<file path="config.mk">
export PLATFORM = sky130hd
export DESIGN_NAME = cache_mem_arbiter_flat
export DESIGN_NICKNAME = d
export VERILOG_FILES = /design/src/rtl/cache_mem_arbiter_if.sv /design/src/rtl/cache_mem_arbiter.sv /design/src/flat_wrapper.sv
export SDC_FILE = /design/constraint.sdc
export NUM_CORES = 1
export LEC_CHECK = 0
export ABC_AREA = 1
export BUFFER_PORTS_ARGS = -buffer_cell sky130_fd_sc_hd__buf_2
export CAP_MARGIN = 20
export CORE_AREA = 2 2 396 398
export DETAILED_ROUTE_END_ITERATION = 8
export DIE_AREA = 0 0 398 400
export SLEW_MARGIN = 10
export SYNTH_ARGS = -nofsm -noshare
export SYNTH_HDL_FRONTEND = slang
export SYNTH_SLANG_ARGS = --single-unit
</file>
<file path="constraint.sdc">
create_clock -name clk -period 2.3 [get_ports clk]
set_clock_uncertainty 0.2 [all_clocks]
set_input_delay 0 -clock clk [delete_from_list [all_inputs] [get_ports clk]]
set_output_delay 0 -clock clk [all_outputs]
set_load 0.01 [all_outputs]
</file>
<file path="src/rtl/cache_mem_arbiter_if.sv">
// cache_mem_arbiter_if
//  Bundles the three L1 request channels (I refill, D refill, D write-back)
//  and the beat-level memory port into one interface.
//  modport slave  : the arbiter's view (cache requests and memory responses in).
//  modport master : the environment's view (caches + memory bridge).
//  Cache side  : inst_ren/araddr -> inst_rvalid/rdata, data_ren/araddr -> data_rvalid/rdata,
//                data_wen/awaddr/wdata -> data_bvalid.
//  Memory side : mem_ren/rready/raddr <- mem_rdata/rvalid,
//                mem_wen/waddr/wdata/wvalid/wlast <- mem_wresp.
interface cache_mem_arbiter_if;
  logic         inst_ren_i;
  logic [31:0]  inst_araddr_i;
  logic         inst_rvalid_o;
  logic [255:0] inst_rdata_o;
  logic         data_ren_i;
  logic [31:0]  data_araddr_i;
  logic         data_rvalid_o;
  logic [255:0] data_rdata_o;
  logic         data_wen_i;
  logic [31:0]  data_awaddr_i;
  logic [255:0] data_wdata_i;
  logic         data_bvalid_o;
  logic         mem_ren_o;
  logic         mem_rready_o;
  logic [31:0]  mem_raddr_o;
  logic [31:0]  mem_rdata_i;
  logic         mem_rvalid_i;
  logic         mem_wen_o;
  logic [31:0]  mem_waddr_o;
  logic [31:0]  mem_wdata_o;
  logic         mem_wvalid_o;
  logic         mem_wlast_o;
  logic         mem_wresp_i;

  modport slave (
    input  inst_ren_i, inst_araddr_i, data_ren_i, data_araddr_i,
           data_wen_i, data_awaddr_i, data_wdata_i,
           mem_rdata_i, mem_rvalid_i, mem_wresp_i,
    output inst_rvalid_o, inst_rdata_o, data_rvalid_o, data_rdata_o, data_bvalid_o,
           mem_ren_o, mem_rready_o, mem_raddr_o,
           mem_wen_o, mem_waddr_o, mem_wdata_o, mem_wvalid_o, mem_wlast_o
  );

  modport master (
    output inst_ren_i, inst_araddr_i, data_ren_i, data_araddr_i,
           data_wen_i, data_awaddr_i, data_wdata_i,
           mem_rdata_i, mem_rvalid_i, mem_wresp_i,
    input  inst_rvalid_o, inst_rdata_o, data_rvalid_o, data_rdata_o, data_bvalid_o,
           mem_ren_o, mem_rready_o, mem_raddr_o,
           mem_wen_o, mem_waddr_o, mem_wdata_o, mem_wvalid_o, mem_wlast_o
  );
endinterface

</file>
<file path="src/rtl/cache_mem_arbiter.sv">
// cache_mem_arbiter
//  Shares one beat-level memory port between ICache refill, DCache refill and
//  DCache write-back. Read and write channels are independent FSMs that run
//  concurrently. Reads are round-robin between I and D; a D read to the line
//  currently being written back waits until that write-back finishes.
//  Ports:
//   clk  : clock, rising edge
//   rst  : synchronous active-high reset
//   bus  : cache_mem_arbiter_if.slave (cache request channels + memory port)
module cache_mem_arbiter #(
  parameter int LINE_WORDS = 8,
  parameter int ADDR_W     = 32
) (
  input logic               clk,
  input logic               rst,
  cache_mem_arbiter_if.slave bus
);
  localparam int BW = $clog2(LINE_WORDS);
  localparam logic [BW-1:0] LAST_BEAT = BW'(LINE_WORDS - 1);

  typedef enum logic [1:0] {R_IDLE, R_INST, R_DATA, R_DONE} rstate_t;
  typedef enum logic [1:0] {W_IDLE, W_BUSY, W_DONE} wstate_t;

  rstate_t rstate, rnext;
  wstate_t wstate, wnext;

  logic [BW-1:0]                 rbeat, wbeat;
  logic [ADDR_W-1:5]             rline, wline;
  logic [LINE_WORDS-1:0][31:0]   rbuf, wbuf;
  logic                          cur_d;      // burst in flight belongs to D
  logic                          last_grant; // 0 = INST, 1 = DATA

  logic w_accept, d_block, i_elig, d_elig, grant_i, grant_d;
  logic unused_addr_bits;

  assign unused_addr_bits = ^{bus.inst_araddr_i[4:0], bus.data_araddr_i[4:0],
                              bus.data_awaddr_i[4:0]};

  // RAW guard: a D refill must not read a line that is being (or is about to
  // be) written back, otherwise it would fetch stale memory contents.
  assign w_accept = (wstate == W_IDLE) && bus.data_wen_i;
  assign d_block  = ((wstate == W_BUSY) && (bus.data_araddr_i[ADDR_W-1:5] == wline)) ||
                    (w_accept && (bus.data_araddr_i[ADDR_W-1:5] == bus.data_awaddr_i[ADDR_W-1:5]));
  assign i_elig   = bus.inst_ren_i;
  assign d_elig   = bus.data_ren_i && !d_block;
  // On a tie the requester that was not served last wins.
  assign grant_d  = d_elig && (!i_elig || !last_grant);
  assign grant_i  = i_elig && (!d_elig ||  last_grant);

  // ---------------- read FSM ----------------
  always_ff @(posedge clk) begin
    if (rst) rstate <= R_IDLE;
    else     rstate <= rnext;
  end

  always_comb begin
    rnext             = rstate;
    bus.mem_ren_o     = 1'b0;
    bus.mem_rready_o  = 1'b0;
    bus.mem_raddr_o   = '0;
    bus.inst_rvalid_o = 1'b0;
    bus.data_rvalid_o = 1'b0;
    case (rstate)
      R_IDLE: begin
        if (grant_d)      rnext = R_DATA;
        else if (grant_i) rnext = R_INST;
      end
      R_INST, R_DATA: begin
        bus.mem_ren_o    = 1'b1;
        bus.mem_rready_o = 1'b1;
        bus.mem_raddr_o  = {rline, rbeat, 2'b00};
        if (bus.mem_rvalid_i && rbeat == LAST_BEAT) rnext = R_DONE;
      end
      R_DONE: begin
        // Requests are ignored here so the requester has a cycle to drop ren.
        bus.inst_rvalid_o = !cur_d;
        bus.data_rvalid_o =  cur_d;
        rnext             = R_IDLE;
      end
      default: rnext = R_IDLE;
    endcase
  end

  assign bus.inst_rdata_o = bus.inst_rvalid_o ? rbuf : '0;
  assign bus.data_rdata_o = bus.data_rvalid_o ? rbuf : '0;

  always_ff @(posedge clk) begin
    if (rst) begin
      rbeat      <= '0;
      rline      <= '0;
      rbuf       <= '0;
      cur_d      <= 1'b0;
      last_grant <= 1'b0;
    end else begin
      if (rstate == R_IDLE && (grant_d || grant_i)) begin
        rline <= grant_d ? bus.data_araddr_i[ADDR_W-1:5] : bus.inst_araddr_i[ADDR_W-1:5];
        cur_d <= grant_d;
        rbeat <= '0;
      end
      if (bus.mem_rready_o && bus.mem_rvalid_i) begin
        rbuf[rbeat] <= bus.mem_rdata_i;
        if (rbeat != LAST_BEAT) rbeat <= rbeat + 1'b1;
      end
      if (rnext == R_DONE && rstate != R_DONE) last_grant <= cur_d;
    end
  end

  // ---------------- write FSM ----------------
  always_ff @(posedge clk) begin
    if (rst) wstate <= W_IDLE;
    else     wstate <= wnext;
  end

  always_comb begin
    wnext             = wstate;
    bus.mem_wen_o     = 1'b0;
    bus.mem_wvalid_o  = 1'b0;
    bus.mem_waddr_o   = '0;
    bus.mem_wdata_o   = '0;
    bus.mem_wlast_o   = 1'b0;
    bus.data_bvalid_o = 1'b0;
    case (wstate)
      W_IDLE: if (bus.data_wen_i) wnext = W_BUSY;
      W_BUSY: begin
        bus.mem_wen_o    = 1'b1;
        bus.mem_wvalid_o = 1'b1;
        bus.mem_waddr_o  = {wline, wbeat, 2'b00};
        bus.mem_wdata_o  = wbuf[wbeat];
        bus.mem_wlast_o  = (wbeat == LAST_BEAT);
        if (bus.mem_wresp_i && wbeat == LAST_BEAT) wnext = W_DONE;
      end
      W_DONE: begin
        bus.data_bvalid_o = 1'b1;
        wnext             = W_IDLE;
      end
      default: wnext = W_IDLE;
    endcase
  end

  always_ff @(posedge clk) begin
    if (rst) begin
      wbeat <= '0;
      wline <= '0;
      wbuf  <= '0;
    end else begin
      if (w_accept) begin
        wline <= bus.data_awaddr_i[ADDR_W-1:5];
        wbuf  <= bus.data_wdata_i;
        wbeat <= '0;
      end else if (wstate == W_BUSY && bus.mem_wresp_i && wbeat != LAST_BEAT) begin
        wbeat <= wbeat + 1'b1;
      end
    end
  end
endmodule

</file>
<file path="src/flat_wrapper.sv">
// flat-port wrapper written by rule: the top's interface ports become plain ports
module cache_mem_arbiter_flat 
#(
  parameter int LINE_WORDS = 8,
  parameter int ADDR_W     = 32
)
  (clk, rst, bus_inst_ren_i, bus_inst_araddr_i, bus_data_ren_i, bus_data_araddr_i, bus_data_wen_i, bus_data_awaddr_i, bus_data_wdata_i, bus_mem_rdata_i, bus_mem_rvalid_i, bus_mem_wresp_i, bus_inst_rvalid_o, bus_inst_rdata_o, bus_data_rvalid_o, bus_data_rdata_o, bus_data_bvalid_o, bus_mem_ren_o, bus_mem_rready_o, bus_mem_raddr_o, bus_mem_wen_o, bus_mem_waddr_o, bus_mem_wdata_o, bus_mem_wvalid_o, bus_mem_wlast_o);
  cache_mem_arbiter_if bus_i ();
  input logic clk;
  input logic rst;
  input wire logic [$bits(bus_i.inst_ren_i)-1:0] bus_inst_ren_i;
  input wire logic [$bits(bus_i.inst_araddr_i)-1:0] bus_inst_araddr_i;
  input wire logic [$bits(bus_i.data_ren_i)-1:0] bus_data_ren_i;
  input wire logic [$bits(bus_i.data_araddr_i)-1:0] bus_data_araddr_i;
  input wire logic [$bits(bus_i.data_wen_i)-1:0] bus_data_wen_i;
  input wire logic [$bits(bus_i.data_awaddr_i)-1:0] bus_data_awaddr_i;
  input wire logic [$bits(bus_i.data_wdata_i)-1:0] bus_data_wdata_i;
  input wire logic [$bits(bus_i.mem_rdata_i)-1:0] bus_mem_rdata_i;
  input wire logic [$bits(bus_i.mem_rvalid_i)-1:0] bus_mem_rvalid_i;
  input wire logic [$bits(bus_i.mem_wresp_i)-1:0] bus_mem_wresp_i;
  output wire logic [$bits(bus_i.inst_rvalid_o)-1:0] bus_inst_rvalid_o;
  output wire logic [$bits(bus_i.inst_rdata_o)-1:0] bus_inst_rdata_o;
  output wire logic [$bits(bus_i.data_rvalid_o)-1:0] bus_data_rvalid_o;
  output wire logic [$bits(bus_i.data_rdata_o)-1:0] bus_data_rdata_o;
  output wire logic [$bits(bus_i.data_bvalid_o)-1:0] bus_data_bvalid_o;
  output wire logic [$bits(bus_i.mem_ren_o)-1:0] bus_mem_ren_o;
  output wire logic [$bits(bus_i.mem_rready_o)-1:0] bus_mem_rready_o;
  output wire logic [$bits(bus_i.mem_raddr_o)-1:0] bus_mem_raddr_o;
  output wire logic [$bits(bus_i.mem_wen_o)-1:0] bus_mem_wen_o;
  output wire logic [$bits(bus_i.mem_waddr_o)-1:0] bus_mem_waddr_o;
  output wire logic [$bits(bus_i.mem_wdata_o)-1:0] bus_mem_wdata_o;
  output wire logic [$bits(bus_i.mem_wvalid_o)-1:0] bus_mem_wvalid_o;
  output wire logic [$bits(bus_i.mem_wlast_o)-1:0] bus_mem_wlast_o;
  assign bus_i.inst_ren_i = bus_inst_ren_i;
  assign bus_i.inst_araddr_i = bus_inst_araddr_i;
  assign bus_i.data_ren_i = bus_data_ren_i;
  assign bus_i.data_araddr_i = bus_data_araddr_i;
  assign bus_i.data_wen_i = bus_data_wen_i;
  assign bus_i.data_awaddr_i = bus_data_awaddr_i;
  assign bus_i.data_wdata_i = bus_data_wdata_i;
  assign bus_i.mem_rdata_i = bus_mem_rdata_i;
  assign bus_i.mem_rvalid_i = bus_mem_rvalid_i;
  assign bus_i.mem_wresp_i = bus_mem_wresp_i;
  assign bus_inst_rvalid_o = bus_i.inst_rvalid_o;
  assign bus_inst_rdata_o = bus_i.inst_rdata_o;
  assign bus_data_rvalid_o = bus_i.data_rvalid_o;
  assign bus_data_rdata_o = bus_i.data_rdata_o;
  assign bus_data_bvalid_o = bus_i.data_bvalid_o;
  assign bus_mem_ren_o = bus_i.mem_ren_o;
  assign bus_mem_rready_o = bus_i.mem_rready_o;
  assign bus_mem_raddr_o = bus_i.mem_raddr_o;
  assign bus_mem_wen_o = bus_i.mem_wen_o;
  assign bus_mem_waddr_o = bus_i.mem_waddr_o;
  assign bus_mem_wdata_o = bus_i.mem_wdata_o;
  assign bus_mem_wvalid_o = bus_i.mem_wvalid_o;
  assign bus_mem_wlast_o = bus_i.mem_wlast_o;
  cache_mem_arbiter #(.LINE_WORDS(LINE_WORDS), .ADDR_W(ADDR_W)) u_core (.clk(clk), .rst(rst), .bus(bus_i));
endmodule
</file>
# Word level (Yosys, flattened, before mapping)
# Cells that the tools add are included.
[totals]
in_bits = 391
word_cells = 99
ff_bits = 578
[classes]
addsub = 2
n_mux = 27
magnitude_cmp = 3
n_eq_ne = 15
reduce_logical = 28
[ops]
columns = ["cell", "count"]
rows = [
  ["$mux W256", 2],
  ["$bwmux W256", 1],
  ["$mux W32", 5],
  ["$bmux W32 S3", 1],
  ["$demux W32 S3", 1],
  ["$eq A27 B27 Y1", 2],
  ["$mux W27", 1],
  ["$logic_and A1 B1 Y1", 14],
  ["$mux W2", 5],
  ["$mux W3", 3],
  ["$eq A2 B2 Y1 const B", 4],
  ["$lt A3 B4 Y1 const B", 2],
  ["$add A3 B1 Y3 const B", 2],
  ["$eq A3 B3 Y1 const B", 2],
  ["$mux W1", 6],
  ["$ne A2 B2 Y1 const B", 3],
  ["$ne A3 B3 Y1 const B", 2],
  ["$pmux W2 S3", 1],
  ["$logic_not A1 Y1", 5],
  ["$eq A2 B1 Y1 const B", 2],
  ["$logic_not A2 Y1", 2],
  ["$logic_or A1 B1 Y1", 4],
  ["$pmux W2 S2", 1],
  ["$reduce_or A2 Y1", 2],
  ["other kinds (2)", 2],
]

# Logic depth before layout (Yosys ltp)
# Gate-level depths: netlist of the first run.
[logic_depth]
depth_word = 14
depth_mapped = 17
mapped_depth_nobuf = 16

# Least setup slack after synthesis of the first run
# OpenSTA, ideal clock, no wires.
[synth_path]
kind = "flip-flop to flip-flop"
from = "reg u_core.rstate[0]"
to = "reg u_core.rbuf[247] in the netlist's numbering"
slack_ps = 316
n_path_buf = 1
path_stages_with_launch = 11
arrival_ps = 1655
setup_ps = 128
synth_period_minus_slack_ps = 1984
required_time_ps = 1972
cell_sequence = "dfxtp_1 inv_1 ha_1 nand2_1 nor2_1 inv_1 nor2_1 clkinv_1 clkbuf_1 o21ai_0 a21oi_1"
[synth_via]
elab_chain_cells = 4
[synth_rtl]
columns = ["item", "line", "source"]
rows = [
  ["start, declared", "cache_mem_arbiter.sv:24", "rstate_t rstate, rnext;"],
  ["start signal, assigned", "cache_mem_arbiter.sv:53", "else rstate <= rnext;"],
  ["$eq A2 B1 Y1 / $eq A2 B2 Y1 (equally long branches)", "n/a", ""],
  ["$reduce_or A2 Y1 *", "n/a", ""],
  ["$mux W1 *", "n/a", ""],
  ["named net bus_mem_ren_o", "flat_wrapper.sv:26", "output wire logic [$bits(bus_i.mem_ren_o)-1:0] bus_mem_ren_o;"],
  ["$logic_and A1 B1 Y1 *", "cache_mem_arbiter.sv:100", "if (bus.mem_rready_o && bus.mem_rvalid_i) begin"],
  ["end signal, assigned by index", "cache_mem_arbiter.sv:101", "rbuf[rbeat] <= bus.mem_rdata_i;"],
  ["end, declared", "cache_mem_arbiter.sv:29", "logic [LINE_WORDS-1:0][31:0] rbuf, wbuf;"],
]
# Mark *: on every way through the listed nets, which the timed path passes. The rest lies on a longest branch.
# A chain may end at the register's enable or synchronous reset.

# Worst setup path in the final report of the first run
[layout_path]
from = "reg u_core.wbeat[0]"
to = "out bus_mem_wdata_o[8]"
[layout_via]
elab_chain_cells = 3
[layout_rtl]
columns = ["item", "line", "source"]
rows = [
  ["start, declared", "cache_mem_arbiter.sv:27", "logic [BW-1:0] rbeat, wbeat;"],
  ["start signal, assigned", "cache_mem_arbiter.sv:151", "wbeat <= wbeat + 1'b1;"],
  ["$bmux W32 S3", "cache_mem_arbiter.sv:128", "bus.mem_wdata_o = wbuf[wbeat];"],
  ["$mux W32 (implied by the code)", "cache_mem_arbiter.sv:128", ""],
  ["$mux W32", "cache_mem_arbiter.sv:122", "case (wstate)"],
  ["end, declared", "flat_wrapper.sv:31", "output wire logic [$bits(bus_i.mem_wdata_o)-1:0] bus_mem_wdata_o;"],
]
# Every way passes these cells. The select of a mux whose other input is x is not followed.

==> results.sh, run 1 <==
export IMPL_layout_setup_ws_ns=-0.440
export IMPL_ff2ff_path_depth=6
export IMPL_startpoint="u_core.wbeat[0]$_SDFFE_PP0P_"
export IMPL_area_growth_pct=106
export IMPL_startpoint_type="flop"
export IMPL_cts_tree="yes"
export IMPL_cp_data_arrival_time_ns=2.54
export IMPL_hpwl_microns=131000
export IMPL_whs_path_depth=4
export IMPL_worstPathRequired_ns=2.10
export IMPL_total_power_mw=27.8
export IMPL_avgSynthCellArea_sq_um=6.72
export IMPL_initial_core_util_pct=16.8
export IMPL_p_leak_nw=21.2
export IMPL_place_gp_congestion=0.996
export IMPL_hold_class="in -> reg"
export IMPL_synth_seq_cells=578
export IMPL_vias=37576
export IMPL_clock_sinks=578
export IMPL_synthFlopType="dfxtp_1"
export IMPL_setup_tns_ns=-56.42
export IMPL_min_period_over_period_pct=119
export IMPL_min_to="u_core.wline[6]$_SDFFE_PP0P_"
export IMPL_htreeDepth=3
export IMPL_rows=145
export IMPL_postPlaceCellArea_sq_um=34000
export IMPL_final_core_util_pct=34.6
export IMPL_grt_pass1_vias=34799
export IMPL_io_buffers=987
export IMPL_crit_family="compound AO/OA/AOI/OAI gates"
export IMPL_avgRoutedWirePerCell_microns=26.6
export IMPL_rrSetupSlack_ns=-0.07
export IMPL_slew_headroom_pct=56.6
export IMPL_io_pins=1007
export IMPL_synth_top_area_share_pct=44.5
export IMPL_crit_path_cell_trace="buf_12 > buf_16 > a21oi_4 > o21ai_1 > a21oi_2 > o21a_1 > buf_6"
export IMPL_status="finished with violations"
export IMPL_vias_per_cell=4.79
export IMPL_drive_above_1_share_pct=34.3
export IMPL_synth_seq_area_share_pct=44.5
export IMPL_finalInstanceArea_sq_um=53600
export IMPL_fp_dieW_microns=398
export IMPL_cts_buffers=71
export IMPL_grt_max_degree=89
export IMPL_grt_ovfl_total=0
export IMPL_synth_edf_count=0
export IMPL_grt_pass1_wl_microns=264000
export IMPL_ant_nets=0
export IMPL_critical_path_class="reg -> out"
export IMPL_core_sq_um=155000
export IMPL_slowest_stage="dfxtp_4"
export IMPL_drt_pass1_iter_count=6
export IMPL_hold_viol=0
export IMPL_clkTransAtPathRegs_ns=0.06
export IMPL_dr_first_iter_drc_count=3920
export IMPL_r2r_end="u_core.wbuf[38]$_SDFFE_PP0P_"
export IMPL_peakVddDrop_v=0.000517
export IMPL_ys_warnings_count=0
export IMPL_finalCriticalPeriod_ns=2.74
export IMPL_num_nets_final=6104
export IMPL_slowest_delay_ns=0.40
export IMPL_cellPowerDensity_nw_per_um2=519
export IMPL_cts_root_buf="clkbuf_16"
export IMPL_clkLatencyLatePin_ns=0.69
export IMPL_grtUsageTotal_pct=23.3
export IMPL_drv_cap=0
export IMPL_synthCells=3873
export IMPL_syn_area_sq_um=26000
export IMPL_drc=0
export IMPL_hp_start="bus_data_awaddr_i[6]"
export IMPL_synth_top_cell_by_area="dfxtp_1"
export IMPL_synthDistinctLibCells=27
export IMPL_cts_buffer_depth=3
export IMPL_drv_slew=0
export IMPL_rsz0062_at_grt="true"
export IMPL_crit_buf_inv=3
export IMPL_dieArea_sq_um=159000
export IMPL_final_setup_viol_count=474
export IMPL_endpoint_kind="output port"
export IMPL_async_flop_share_pct=0
export IMPL_worstPathMaxFanout=17
export IMPL_antenna_found_initial=41
export IMPL_clock_fmax_ghz=0.365
export IMPL_wl_microns=209000
export IMPL_worst_slew_pin_slew_ns=0.651
export IMPL_reg2reg_from="u_core.wstate[1]$_SDFFE_PP0P_"
export IMPL_synth_area_leaders="dfxtp_1 44%, o21ai_0 11%, nor2_1 9.2%"
export IMPL_violations="negative setup slack"
export IMPL_pre_cts_slack_ns=-0.0741
export IMPL_die_h_microns=400
-- placed cells by master (no fill, tap or decap), types with 32 or more instances in the layout --
| cell | count |
|---|---|
| inv_1 | 507 |
| buf_2 | 596 |
| a21oi_1 | 372 |
| o21a_1 | 32 |
| buf_4 | 116 |
| o21ai_1 | 86 |
| clkbuf_16 | 92 |
| nand3_1 | 268 |
| a21oi_2 | 67 |
| buf_12 | 80 |
| buf_6 | 402 |
| buf_16 | 58 |
| o21ai_0 | 436 |
| nor2_4 | 363 |
| nor2_2 | 43 |
| nand2_1 | 429 |
| dlygate4sd3_1 | 770 |
| nor2_1 | 232 |
| dfxtp_1 | 572 |
-- metal layers --
| layer | track usage [%] | routed length [microns] | up-vias |
|---|---|---|---|
| li1 | - | - | 16119 |
| met1 | 26.0 | 72400 | 17695 |
| met2 | 39.6 | 97600 | 2910 |
| met3 | 5.75 | 20800 | 838 |
| met4 | 15.1 | 18100 | 14 |
| met5 | 0 | 94 | - |
-- worst register-to-register path: stages, from the launching register on --
cell           delay (ns)
dfxtp_1              0.33
nor3b_4              0.25
buf_12               0.29
buf_12               0.31
nand3_1              0.17
dlygate4sd3_1        0.59
o21ai_0              0.14
-- power by group --
part	internal [mW]	total, mW	switching (mW)
Clock	6.54	11.7	5.15
Sequential	10.5	10.8	0.282
Combinational	2.27	5.33	3.06
Total	19.3	27.8	8.49
-- flip-flops by register name, indices dropped and copies added, names as in the netlist --
| name | count |
|---|---|
| u_core.wline | 27 |
| u_core.wbeat | 3 |
| u_core.wbuf | 256 |
| u_core.rbeat | 3 |
| u_core.last_grant | 1 |
| u_core.rline | 27 |
| u_core.rbuf | 256 |
| u_core.cur_d | 1 |
| u_core.rstate | 2 |
| u_core.wstate | 2 |
-- cells in the mapped netlist, types with 2 or more instances --
cell type	count
o21ai_0	555
o21a_1	33
buf_4	8
nand4_1	12
a211oi_1	26
ha_1	6
xor2_1	2
clkbuf_1	268
o22ai_1	20
xnor2_1	6
clkinv_1	10
nand2_1	434
a21oi_1	461
inv_1	514
nor2_1	637
dfxtp_1	578
nand3_1	268
buf_1	19
buf_2	7
nor3_1	2
-- cells by family (layout without fill, tap and decap cells) --
group / Yosys count / count (layout) / synth area share, %
XOR/XNOR: 8 / 8 / 0.269
other: 1 / 34 / 0.0144
adder cells (fa/ha/maj): 6 / 6 / 0.289
AND/OR/NAND/NOR: 1357 / 1358 / 21.1
flip-flops: 578 / 578 / 44.5
buffers and inverters: 828 / 2712 / 12.1
AO/OA/AOI/OAI: 1095 / 1095 / 21.7
-- worst max path at each step --
stage / to / slack [ns] / cells after the start
global route: bus_mem_wdata_o[8] / -0.47 / 7
floorplan: u_core.rbuf[247]$_SDFFE_PP0P_ / 0.32 / 10
detailed placement: u_core.rbuf[70]$_SDFFE_PP0P_ / -0.07 / 11
global placement: u_core.rbuf[70]$_SDFFE_PP0P_ / -0.007 / 11
CTS: bus_mem_wdata_o[11] / -0.34 / 8
finish: bus_mem_wdata_o[8] / -0.44 / 7
-- per-stage QoR --
stage / cells / hold slack, ns
global route: 7831 / 0.0237
detailed placement: 6769 / 0.0264
finish: 7849 / 0.0332
CTS: 7785 / 0.0107
floorplan: 3876 / -0.0619
global placement: 6769 / 0.0263
-- final cells by class --
cell class,count,area (sq um)
Clock inverter,26,315
Timing Repair inverter,2,20.0
Timing Repair Buffer,2058,20000
Multi-Input combinational cell,2471,14900
Tap cell,2058,2570
Clock buffer,101,2050
Fill cell,15160,102000
Sequential cell,578,11600
Antenna cell,30,75.1
Inverter,525,2020
-- timing repair --
action / CTS / global route
endpoints found under the setup margin: 611 / 768
gates resized for setup: 891 / 914
pin swaps: 87 / 97
buffers inserted: 64 / 26
cloned: 56 / 24
hold endpoints to repair: 578 / 1
hold buffers: 772 / 1
No activity file was read; power rests on OpenSTA's default activity.
==> run 2, diff against run 1 <==
--- a/config.mk
+++ b/config.mk
@@ -11,6 +11,7 @@
 export CORE_AREA = 2 2 396 398
 export DETAILED_ROUTE_END_ITERATION = 8
 export DIE_AREA = 0 0 398 400
+export PLACE_DENSITY_LB_ADDON = 0.3
 export SLEW_MARGIN = 10
 export SYNTH_ARGS = -nofsm -noshare
 export SYNTH_HDL_FRONTEND = slang
==> run 2 against run 1 <==
The run still ends with negative setup slack left. Clock power is 3% higher. Register-to-register slack better by 0.07 ns. Fmax is 8.6% higher. Die area stayed put. Routed wire length is 15% lower. Total power is 0.22% higher. Sequential power hardly changed. Design area is 3.9% lower. Clock-buffer cell count is 8 higher. Critical endpoint is now bus_mem_wdata_o[19]. Largest cell class unchanged.
==> results.sh, run 2 (synthesis gave the netlist of run 1 again) <==
export IMPL_cts_root_buf="clkbuf_16"
export IMPL_clock_fmax_ghz=0.397
export IMPL_holdWs_ns=0.0280
export IMPL_cts_tree="yes"
export IMPL_drv_cap=0
export IMPL_hold_class="in -> reg"
export IMPL_avgRoutedWirePerCell_microns=23.0
export IMPL_whs_path_depth=4
export IMPL_hpwl_microns=120000
export IMPL_layout_setup_ws_ns=-0.222
export IMPL_vias_per_cell=4.37
export IMPL_ff2ff_path_depth=12
export IMPL_dieArea_sq_um=159000
export IMPL_reg_top3="u_core.rbuf: 256 flops, u_core.wbuf: 256 flops"
export IMPL_hold_viol=0
export IMPL_clkLatencyLatePin_ns=0.67
export IMPL_endpoint_kind="output port"
export IMPL_io_pins=1007
export IMPL_grt_ovfl_total=0
export IMPL_io_buffers=987
export IMPL_finalCriticalPeriod_ns=2.52
export IMPL_cts_buffer_depth=3
export IMPL_slew_headroom_pct=32.9
export IMPL_core_sq_um=155000
export IMPL_dr_first_iter_drc_count=2236
export IMPL_layout_commonest_cell="dlygate4sd3_1"
export IMPL_total_power_mw=27.9
export IMPL_critical_path_class="reg -> out"
export IMPL_crit_family="compound AO/OA/AOI/OAI gates"
export IMPL_status="finished with violations"
export IMPL_grtUsageTotal_pct=20.2
export IMPL_r2r_end="u_core.rbuf[230]$_SDFFE_PP0P_"
export IMPL_clock_sinks=578
export IMPL_postPlaceCellArea_sq_um=34000
export IMPL_antenna_found_initial=26
export IMPL_worstPathRequired_ns=2.10
export IMPL_grt_max_degree=156
export IMPL_min_to="u_core.wline[22]$_SDFFE_PP0P_"
export IMPL_min_period_over_period_pct=110
export IMPL_rows=145
export IMPL_drive_above_1_share_pct=34.0
export IMPL_p_leak_nw=20.7
export IMPL_area_growth_pct=98.0
export IMPL_finalInstanceArea_sq_um=51500
export IMPL_mostFrequentLayoutCells="704 x dlygate4sd3_1, 668 x buf_2, 572 x dfxtp_1"
export IMPL_violations="negative setup slack"
export IMPL_htreeDepth=3
export IMPL_rsz0062_at_grt="true"
export IMPL_peakVddDrop_v=0.000431
export IMPL_grt_pass1_vias=31564
export IMPL_wl_microns=178000
export IMPL_cp_data_arrival_time_ns=2.32
export IMPL_worstPathMaxFanout=7
export IMPL_place_gp_congestion=0.904
export IMPL_startpoint_type="flop"
export IMPL_drt_pass1_iter_count=5
export IMPL_slowest_stage="dfxtp_4"
export IMPL_crit_path_cell_trace="inv_12 > buf_8 > buf_8 > a21oi_2 > o21ai_1 > a21oi_2 > o21a_1 > buf_2"
export IMPL_rrSetupSlack_ns=0
export IMPL_worst_slew_pin_slew_ns=1.01
export IMPL_slowest_delay_ns=0.46
export IMPL_reg2reg_from="u_core.rstate[0]$_SDFF_PP0_"
export IMPL_fp_dieW_microns=398
export IMPL_num_nets_final=6015
export IMPL_grt_pass1_wl_microns=231000
export IMPL_clkTransAtPathRegs_ns=0.06
export IMPL_final_setup_viol_count=207
export IMPL_vias=33851
export IMPL_ant_nets=0
export IMPL_cts_buffers=73
export IMPL_crit_buf_inv=4
export IMPL_hp_start="bus_data_awaddr_i[22]"
export IMPL_die_h_microns=400
export IMPL_drv_slew=0
export IMPL_initial_core_util_pct=16.8
export IMPL_cellPowerDensity_nw_per_um2=541
export IMPL_drc=0
## run 2: how the worst max path moves through the flow
stage | endpoint | slack [ns] | cells after the start | start
2_1_floorplan | u_core.rbuf[247]$_SDFFE_PP0P_ | 0.32 | 10 | u_core.rstate[0]$_SDFF_PP0_
3_3_place_gp | u_core.rbuf[246]$_SDFFE_PP0P_ | -0.08 | 11 | u_core.rstate[0]$_SDFF_PP0_
3_5_place_dp | u_core.rbuf[246]$_SDFFE_PP0P_ | -0.11 | 11 | u_core.rstate[0]$_SDFF_PP0_
4_1_cts | bus_mem_wdata_o[22] | -0.34 | 9 | u_core.wbeat[0]$_SDFFE_PP0P_
5_1_grt | bus_mem_wdata_o[3] | -0.29 | 8 | u_core.wbeat[0]$_SDFFE_PP0P_
6_report | bus_mem_wdata_o[19] | -0.22 | 8 | u_core.wbeat[0]$_SDFFE_PP0P_
## run 2: report_power, final
group	switching [mW]	internal (mW)	total (mW)
clock network	5.00	7.10	12.1
logic	2.82	2.22	5.04
registers	0.218	10.5	10.7
total	8.04	19.8	27.9
## run 2: through the flow
step / worst slack, ns / utilization [%] / TNS, ns / cells
after global placement: -0.0830 / 21.9 / -2.20 / 6769
after floorplan: 0.316 / - / 0 / 3876
after detailed placement: -0.111 / 21.9 / -3.11 / 6769
after CTS: -0.340 / 30.2 / -71.00 / 7682
after global routing: -0.289 / 33.2 / -42.97 / 7735
final: -0.222 / 33.2 / -11.53 / 7739
## run 2: cell type report
class	instances	area, sq um
fillers	16020	104000
repair buffers	1967	18200
multi-input cells	2471	14600
flip-flops and latches	578	11600
well taps	2058	2570
clock buffers	109	2110
inverters	525	2020
clock inverters	21	362
diodes	8	20.0
repair inverters	2	17.5
## run 2: what timing repair did
action | in CTS | in global routing
gates resized for setup | 562 | 1050
pin swaps | 68 | 115
endpoints found under the hold margin | 578 | 1
setup endpoints to repair | 704 | 749
hold buffers | 708 | 1
buffers inserted | 43 | 40
cloned | 33 | 30
## run 2: worst register-to-register path: stages, from the launching register on
cell and delay, ns:
dfxtp_2 0.35, buf_4 0.12, inv_1 0.06, ha_4 0.32, nand2_1 0.12, nor2_4 0.16
inv_2 0.07, buf_4 0.15, nor2_4 0.09, inv_2 0.05, buf_12 0.17, o21ai_0 0.28
a21oi_1 0.05
## run 2: layer usage
layer / routed length [microns] / track usage (%)
met4: 10000 / 10.0
met3: 11800 / 3.88
met5: 115 / 0
met1: 68700 / 23.3
met2: 87600 / 35.5
